## config.mk

```make
export PLATFORM = sky130hd
export DESIGN_NAME = and_bits
export DESIGN_NICKNAME = d
export VERILOG_FILES = /design/src/rtl/alu_pkg.sv /design/src/rtl/and_bit.sv /design/src/rtl/and_bits.sv
export SDC_FILE = /design/constraint.sdc
export NUM_CORES = 1
export LEC_CHECK = 0
export CAP_MARGIN = 20
export CORE_MARGIN = 2
export CORE_UTILIZATION = 26
export DETAILED_ROUTE_END_ITERATION = 6
export PLACE_DENSITY = 0.74
export RECOVER_POWER = 25
export SETUP_SLACK_MARGIN = 0.02
export SLEW_MARGIN = 20
export SYNTH_ARGS = -nofsm -noshare
export SYNTH_HDL_FRONTEND = slang
export SYNTH_SLANG_ARGS = --single-unit
```

## constraint.sdc

```tcl
create_clock -name clock -period 0.9 [get_ports clock]
set_input_delay 0.135 -clock clock [delete_from_list [all_inputs] [get_ports clock]]
set_output_delay 0.135 -clock clock [all_outputs]
set_load 0.02 [all_outputs]
```

## src/rtl/alu_pkg.sv

```systemverilog
// Shared ALU definitions: datapath width and the word type.
package alu_pkg;

  localparam int ALU_WIDTH = 32;

  typedef logic [ALU_WIDTH-1:0] word_t;

endpackage : alu_pkg

```

## src/rtl/and_bit.sv

```systemverilog
// Single-bit AND cell; one per result lane.
module and_bit (
  input  logic a,
  input  logic b,
  output logic z
);

  // Plain AND: a 0 on either input forces 0 even if the other is X/Z.
  assign z = a & b;

endmodule : and_bit

```

## src/rtl/and_bits.sv

```systemverilog
// Registered bitwise AND, RZ = RA & RB, one cycle of latency.
// Async active-high clear forces the result register to zero.
module and_bits
  import alu_pkg::*;
#(
  parameter int WIDTH = ALU_WIDTH
) (
  input  logic             clock,
  input  logic             clear,
  input  logic [WIDTH-1:0] RA,
  input  logic [WIDTH-1:0] RB,
  output logic [WIDTH-1:0] RZ
);

  logic [WIDTH-1:0] and_w;

  // One independent cell per bit; no interaction between lanes.
  for (genvar i = 0; i < WIDTH; i++) begin : g_lane
    and_bit u_and_bit (
      .a (RA[i]),
      .b (RB[i]),
      .z (and_w[i])
    );
  end

  // Result register: cleared asynchronously, otherwise loads every edge.
  always_ff @(posedge clock or posedge clear) begin
    if (clear) RZ <= '0;
    else       RZ <= and_w;
  end

endmodule : and_bits

```

==> Word-level counts from Yosys, hierarchy flattened <==
Cells that the tools add are included.
{ "word_totals": {"ff_bits": 32, "input_bits": 66, "out_inout_bits": 32, "wordCells": 33} }
{ "op_classes": {"n_bitwise": 32} }
{ "op_table": {"columns": ["cell", "count"], "rows": [
  ["1-bit AND", 32]
]} }

==> Longest topological paths before layout <==
{ "depth": {"depth_word": 1, "ltp_mapped": 1, "mapped_depth_nobuf": 1} }

==> Cells and area by module <==
From an unflattened synthesis, not the netlist that was laid out.
{ "unflattened": {"cells_unflattened": 65, "hier_area_um2": 1004.7} }
{ "modules_own_cells": {"columns": ["module", "instances", "cells_per_inst", "area_per_inst_um2", "seq_area_each_um2"], "rows": [
  ["and_bits", 1, 33, 804.5, 800.8],
  ["and_bit", 32, 1, 6.3, 0.0]
]} }

==> Worst setup path before layout <==
OpenSTA, ideal clock, no wires.
{ "synth_path": {"path_type": "register to output", "start": "register RZ[0]", "end": "output port RZ[0]", "t_arrival_ps": 416, "t_required_ps": 765, "setup_slack_ps": 349, "stages_incl_launch_ff": 1, "n_path_buf": 0, "cell_sequence": "dfrtp_1"} }
{ "synth_lines": {"columns": ["item", "line_no", "source"], "rows": [
  ["start: declaration", "and_bits.sv:12", "output logic [WIDTH-1:0] RZ"],
  ["start signal: assignment", "and_bits.sv:29", "else RZ <= and_w;"]
]} }
No word-level cell between the ends.

==> Final worst setup path <==
{ "layout_path": {"start": "register RZ[8]", "end": "output port RZ[8]"} }
No word-level cell between the ends.

==> reports/results.ini <==
[status]
status = finished, violations left
violations = negative setup slack

[layout]
area_growth_pct = 117
largest_register_ffs = 32
stdcell_count = 220
fillers = 297
final_cell_mix = clkdlybuf4s50_1, dfrtp_1, and2_1, buf_6, clkbuf_8
layout_commonest_cell = clkdlybuf4s50_1
reg_top3 = RZ (32)
nNetsFinal = 237
drive_gt1_frac = 0.233
n_antenna_cell = 0
regMostFlops = RZ

[global_route]
antenna_found_initial = 0
grt_first_pass_wirelength_um = 3710
grtUsageTotal = 0.119
grt_pass1_vias = 893
grt_max_degree = 17
globalRouteOverflowTotal = 0

[setup_path]
path_max_fanout = 1
path_buf_inv = 1
crit_path_cell_trace = buf_6
cp.arrival_ns = 0.80
path_class = reg -> out
cpLargestDelayFamily = flip-flops
crit_path_end_kind = output port
start_kind = register
max_stage_delay_ns = 0.39
required_ns = 0.76
cp_slowest_cell = dfrtp_1

[sta]
setup_ws_ns = -0.0306
max_slew_margin = 0.743
setup_violations = 24
fin_crit_ns = 0.931
rsz0062_at_grt = true
hold_viol_final = 0
period_share = 1.03
worst-slew-pin-transition_ns = 0.386
drv_slew = 0
timing.fmax_mhz = 1070

[clock_network]
cts.reportedPaths.clkPinSlew_ns = 0.06
cts.repair.resized = 192
ctsHtreeMaxLevel = 2
ctsHoldBuffers = 0
clk_path_buf_depth = 2
post_cts_buffers = 0
root_buffer = clkbuf_8
cts_tree = yes
cts_sinks = 32
numCtsBuffers = 5

[route]
drc_errors = 0
wirelength_um = 2570
first_iter_violations = 16
wl_met2_um = 1460
first_pass_iters = 4
vias_per_cell = 3.99
vias = 878
m1WireLength_um = 817
top_layer_used = met4
wl_met3_um = 243
postRouteAntennaNets = 0
wl_per_cell_um = 11.7

[power]
cellPowerDensity_nw_per_um2 = 1490
vdd_drop_max_uv = 836
p_leak_nw = 1.01

[synth]
yosysTopAreaCellShare = 0.797
synth_xor_area_frac = 0
synth_adder_area_share = 0
syn-instance-count = 65
synth_seq_cells = 32
synth_nets = 131
syn_area_um2 = 1000
synth_top_family_by_area = simple AND/OR/NAND/NOR gates
synthSimpleGateAreaFrac = 0.199
ys_types = 3
muxShareOfSynthArea = 0
synth_top_area_cell = dfrtp_1
synth.avg_cell_area_um2 = 15.5
ys_seq_area_frac = 0.797
synth_compound_area_frac = 0
yosysWarnings = 0
synth.area.top_cells = dfrtp_1, and2_1, inv_1

[die]
die_w_um = 66.2
ios = 98
core_um2 = 3690
rows = 22
die_h_um = 66.2
start_util = 0.272
dieArea_um2 = 4380

[run]
max-cap-violations = 0

[place]
place.port_buffers = 97
pre_cts_ws_ns = -0.155
place_hpwl_um = 2150
gp_congestion = 0.658
dp_cells = 212

[worst_hold_path]
hold_class = in -> async

## path summary, 6_finish.rpt
kind                       start      to  slack, ns  cells past startpoint
worst min-delay path       clear  RZ[29]       0.39                      3
worst max-delay path       RZ[8]   RZ[8]      -0.03                      1
min in group clock         RB[8]   RZ[8]       0.41                      2
max in group asynchronous  clear  RZ[12]       0.22                      3
## power by group
| part | switching, mW | total (mW) | internal (mW) | leakage [nW] |
|---|---|---|---|---|
| logic | 0.198 | 0.613 | 0.415 | 0.549 |
| registers | 0.0336 | 1.55 | 1.51 | 0.412 |
| clock network | 0.459 | 1.08 | 0.622 | 0.0455 |
| total | 0.691 | 3.24 | 2.55 | 1.01 |
## final cells by class
cell class / count / area, um2 / area share
Multi-Input combinational cell: 32 / 200 / 0.0920
Tap cell: 48 / 60.1 / 0.0276
Sequential cell: 32 / 801 / 0.368
Timing Repair Buffer: 99 / 1020 / 0.469
Clock buffer: 8 / 90.1 / 0.0414
Inverter: 1 / 3.75 / 0.00173
## synth_stat cells (all sizes together)
cell   instances
inv            1
and2          32
dfrtp         32
## kinds of logic (layout without fill, tap and decap cells)
logic type	after synthesis	after routing
buffers and inverters	1	108
AND/OR/NAND/NOR	32	32
flip-flops	32	32
## metal layers
layer  GRT usage  vias up
li1            -      406
met1      0.0968      415
met2       0.231       52
met3      0.0494        5
met4      0.0689        0
met5           0        -
## per-stage QoR
stage / power, mW / setup TNS [ns] / hold slack [ns] / instance area [um2] / util
CTS: 3.31 / -0.712 / 0.249 / 2210 / 0.598
floorplan: 1.72 / 0 / 0.251 / 1000 / -
detailed placement: 2.18 / -4.33 / 0.551 / 2080 / 0.563
finish: 3.24 / -0.244 / 0.394 / 2180 / 0.590
global placement: 2.17 / -4.24 / 0.542 / 2080 / 0.563
global route: 3.39 / -1.23 / 0.416 / 2180 / 0.590
Power figures use the tool's default switching activity.
